`config.mk`:
```
export PLATFORM = sky130hd
export DESIGN_NAME = player_motion
export DESIGN_NICKNAME = d
export VERILOG_FILES = /design/src/rtl/player_motion.sv
export SDC_FILE = /design/constraint.sdc
export NUM_CORES = 1
export LEC_CHECK = 0
export CAP_MARGIN = 20
export CORE_MARGIN = 2
export CORE_UTILIZATION = 30
export CTS_CLUSTER_SIZE = 40
export DETAILED_ROUTE_END_ITERATION = 16
export PLACE_DENSITY = 0.55
export SYNTH_ARGS = -nofsm -noshare
export SYNTH_HDL_FRONTEND = slang
export SYNTH_SLANG_ARGS = --single-unit
```
`constraint.sdc`:
```
create_clock -name clk -period 5.1 [get_ports clk]
set_input_delay 0.765 -clock clk [delete_from_list [all_inputs] [get_ports clk]]
set_output_delay 0.765 -clock clk [all_outputs]
set_load 0.01 [all_outputs]
```
`src/rtl/player_motion.sv`:
```
// Vertical-motion engine for the jetpack sprite: ticked velocity integration under
// gravity/thrust, ceiling/floor clamping, and IDLE/FLY/DEAD sequencing.
module player_motion #(
   parameter int Y_WIDTH     = 9,
   parameter int V_WIDTH     = 6,
   parameter int SCREEN_H    = 480,
   parameter int SPRITE_H    = 60,
   parameter int Y_START     = 210,
   parameter int GRAVITY     = 1,
   parameter int THRUST      = 2,
   parameter int V_MAX       = 8,
   parameter int TICK_CYCLES = 400000
) (
   input  logic               clk,
   input  logic               reset,
   input  logic               in,
   input  logic               game_over,
   output logic [Y_WIDTH-1:0] y0,
   output logic [V_WIDTH-1:0] vel,
   output logic [1:0]         state,
   output logic               on_floor,
   output logic               on_ceiling,
   output logic               tick
);

   localparam int CNT_W = $clog2(TICK_CYCLES);
   localparam int PW    = Y_WIDTH + 2;

   localparam logic [CNT_W-1:0]     CNT_LAST = CNT_W'(TICK_CYCLES - 1);
   localparam logic [Y_WIDTH-1:0]   Y_MAX    = Y_WIDTH'(SCREEN_H - SPRITE_H);
   localparam logic [Y_WIDTH-1:0]   Y_INIT   = Y_WIDTH'(Y_START);
   localparam logic signed [PW-1:0] YMAX_S   = PW'(SCREEN_H - SPRITE_H);
   localparam logic signed [PW-1:0] GRAV_S   = PW'(GRAVITY);
   localparam logic signed [PW-1:0] THR_S    = PW'(THRUST);
   localparam logic signed [PW-1:0] VMAX_S   = PW'(V_MAX);
   localparam logic signed [PW-1:0] VMIN_S   = -VMAX_S;

   typedef enum logic [1:0] {
      IDLE = 2'b00,
      FLY  = 2'b01,
      DEAD = 2'b10
   } state_t;

   state_t               state_q, state_n;
   logic [CNT_W-1:0]     cnt;
   logic                 in_q;
   logic                 press;
   logic [Y_WIDTH-1:0]   y0_q, y0_n;
   logic [V_WIDTH-1:0]   vel_q, vel_n;

   logic signed [PW-1:0] vel_ext, v_raw, v_sat, y_ext, y_new;
   logic [Y_WIDTH-1:0]   phys_y;
   logic [V_WIDTH-1:0]   phys_v;

   assign tick  = (cnt == CNT_LAST);
   assign press = in & ~in_q;

   // NOTE: all registered state uses non-blocking (<=) so every flop samples the
   // pre-edge values of its neighbours; blocking here would create order-dependent races.
   always_ff @(posedge clk) begin
      if (reset) begin
         cnt     <= '0;
         in_q    <= 1'b0;
         state_q <= IDLE;
         y0_q    <= Y_INIT;
         vel_q   <= '0;
      end else begin
         cnt     <= tick ? '0 : cnt + CNT_W'(1);
         in_q    <= in;
         state_q <= state_n;
         y0_q    <= y0_n;
         vel_q   <= vel_n;
      end
   end

   // Physics candidate, evaluated every cycle and committed only on a FLY tick.
   always_comb begin
      vel_ext = {{(PW-V_WIDTH){vel_q[V_WIDTH-1]}}, vel_q};
      v_raw   = in ? (vel_ext - THR_S) : (vel_ext + GRAV_S);
      v_sat   = v_raw;
      if (v_raw > VMAX_S)      v_sat = VMAX_S;
      else if (v_raw < VMIN_S) v_sat = VMIN_S;
      y_ext   = {2'b00, y0_q};
      y_new   = y_ext + v_sat;
      phys_y  = y_new[Y_WIDTH-1:0];
      phys_v  = v_sat[V_WIDTH-1:0];
      if (y_new >= YMAX_S) begin
         phys_y = Y_MAX;
         if (!v_sat[PW-1] && (v_sat != '0)) phys_v = '0;
      end else if (y_new[PW-1] || (y_new == '0)) begin
         phys_y = '0;
         if (v_sat[PW-1]) phys_v = '0;
      end
   end

   // NOTE: every output of this block is given a default first, so no path can
   // leave one unassigned and infer a latch.
   always_comb begin
      state_n = state_q;
      y0_n    = y0_q;
      vel_n   = vel_q;
      unique case (state_q)
         IDLE: begin
            y0_n  = Y_INIT;
            vel_n = '0;
            if (press) state_n = FLY;
         end
         FLY: begin
            if (game_over) begin
               state_n = DEAD;
            end else if (tick) begin
               y0_n  = phys_y;
               vel_n = phys_v;
            end
         end
         DEAD: begin
            if (press) begin
               state_n = IDLE;
               y0_n    = Y_INIT;
               vel_n   = '0;
            end
         end
         default: begin
            state_n = IDLE;
            y0_n    = Y_INIT;
            vel_n   = '0;
         end
      endcase
   end

   assign y0         = y0_q;
   assign vel        = vel_q;
   assign state      = state_q;
   assign on_floor   = (y0_q == Y_MAX);
   assign on_ceiling = (y0_q == '0);

endmodule

```
==> qor.txt <==
final hold vios: 0
Syn Area/Cell: 8.22 µm²
sequential fraction of the synthesis area: 0.290
clock buffer depth: 2
Peak Freq: 219 MHz
fin nets: 355
Synth Cell Area: 2560 µm²
number of hold buffers added after cts: 0
ANT cells: 0
Clock transition at path regs: 80 ps
CTS Buf Count: 5
fraction of layout cells with a size suffix above 1: 0.0890
Hold Crit Depth: 1
clk sinks: 37
P&R area growth vs syn: 16.8%
period utilization: 0.895
CP dominant cell by count: xnor2_1
initial drt markers: 63
setup tns final: 0 ps
most frequent cells in the layout: dfxtp_1, nor2_1, nand2_1, clkdlybuf4s50_1, inv_1
Die ar.: 9270 µm²
initial antenna violation count: 0
Peak supply drop: 105 µV
H-tree level count: 2
Final setup viols: 0
share of flip-flops with an asynchronous set or reset: 0
# Post-CTS Setup Buffers: 0
Final Max Tran Viols: 0
largest net degree at the start of global routing: 18
Post-DRT Antenna Nets: 0
Syn Nets: 330
post-route minimum period: 4560 ps
Min-Delay Path Class: reg2reg
DP Wirelength: 4540 µm
P_leak: 1.09 nW
vias per cell: 5.02
first-pass GRT wire length: 10000 µm
CP Cell Sequence: clkdlybuf4s50_1, or3b_1, o21ai_1, xnor2_1, o2111ai_1, a21oi_1, ha_1, a211oi_4, o21ai_0, a211oi_1, xnor2_1, or2_2, o22ai_2, o31ai_1
Setup crit end kind: flop
Initial Utilization: 0.310
GRT Residual Overflow: 0
CP max-delay cell: clkdlybuf4s50_1
crit path launch type: primary input
Max Fanout on Critical Path: 9
Routed wire per std cell: 13.2 µm
clk_lat worst skew: 290 ps
Worst EP arrival: 4740 ps
cell family with most CP delay: compound AO/OA/AOI/OAI gates
Yosys cell types: 62
status: finished, final reports clean
critical path class: in2reg
CTS resizes: 0
cell depth of the worst setup path: 14
DRT Wirelength: 5840 µm
vias in the first global route: 2144
PD cells: 199 nW/µm²
Max Cap Viol: 0
RePlAce Congestion: 0.812
CTS tree: done
Slew @ Worst Pin: 572 ps
row count: 33
Mapped Cells: 311
commonest non-fill, non-tap cell in the layout: dfxtp_1
Die Ht: 96.3 µm
number of synthesis warnings: 0
vias: 2221
Clk Tree Root Cell: clkbuf_8
Ports: 24
skew final: 5.89 ps
FF-to-FF setup slack: 1000 ps
ys flop type: dfxtp_1
cell count of the worst reg-to-reg path: 15
Critical Path RT: 5270 ps
WP buf/inv: 1
Slew headroom: 0.616
hold_ws: 443 ps
I/O Buffers: 23
Core Region: 8260 µm²
Die W: 96.3 µm
Post-synth EDFFs: 0
CP peak stage delay: 490 ps
total track usage: 0.136
RSZ-0062 raised after global routing: no
Synth Register Bits: 37
DRC viols: 0
router iterations before antenna repair: 7
-- flip-flops by register name, summed over array words and instances, names as in the netlist --
register and cells:
vel 6, cnt 19, in_q 1, state 2, y0 9
-- cell families after synthesis --
family                     count (synthesis)  synth area share
DFF                                       37             0.290
and+or+nand+nor                          138             0.285
adders and majority gates                 15            0.0764
AOI/OAI and AO/OA                         61             0.186
xor gates and xnor gates                  30             0.103
muxes                                      3            0.0127
buffers and inverters                     27            0.0470
-- cell usage after synthesis, drive strengths merged (4+ instances only) --
master	n	area share
dfxtp	37	0.29
nor2	36	0.057
nand2	34	0.050
inv	18	0.027
xor2	16	0.055
ha	14	0.069
xnor2	14	0.048
o21ai	13	0.025
a21oi	12	0.023
nand3	10	0.020
nand4	9	0.022
clkbuf	6	0.0088
o31ai	6	0.018
nand2b	5	0.012
nand3b	5	0.015
nor3	5	0.0098
a211oi	4	0.019
and2	4	0.010
and3	4	0.0098
nor2b	4	0.013
-- routing by layer --
layer | global-route usage | up-vias | share of wire
li1 | - | 1153 | -
met1 | 0.179 | 1030 | 0.49
met2 | 0.231 | 35 | 0.47
met3 | 0.0298 | 3 | 0.035
met4 | 0.0211 | 0 | 0.0024
met5 | 0 | - | 0
-- layout make-up --
type,instances,area (µm²)
sequential,37,741
clock buffer,6,72.6
tap,105,131
clock inverter,2,15.0
fill,882,5270
timing repair buffer,27,260
inverter,18,70.1
multi-input combinational,247,1700
-- where the power goes --
part,internal [mW],total [mW],switching (mW)
clock network,0.0964,0.209,0.112
logic,0.0379,0.0907,0.0528
registers,0.292,0.294,0.00246
total,0.426,0.594,0.167
-- worst paths after layout --
check | from | to
max | in | vel[2]
min | cnt[0] | cnt[0]
max reg2reg | vel[0] | vel[2]
min reg2reg | cnt[0] | cnt[0]
-- metrics by stage --
stage,setup WS [ps],instances,cell area [µm²],power [mW],util
after global routing,198,442,2990,0.626,0.362
final,536,442,2990,0.594,0.362
after CTS,517,442,2990,0.603,0.362
after floorplan,945,311,2560,0.371,-
after global placement,294,434,2900,0.391,0.351
after detailed placement,218,434,2900,0.391,0.351
No activity file was read; power rests on OpenSTA's default activity.
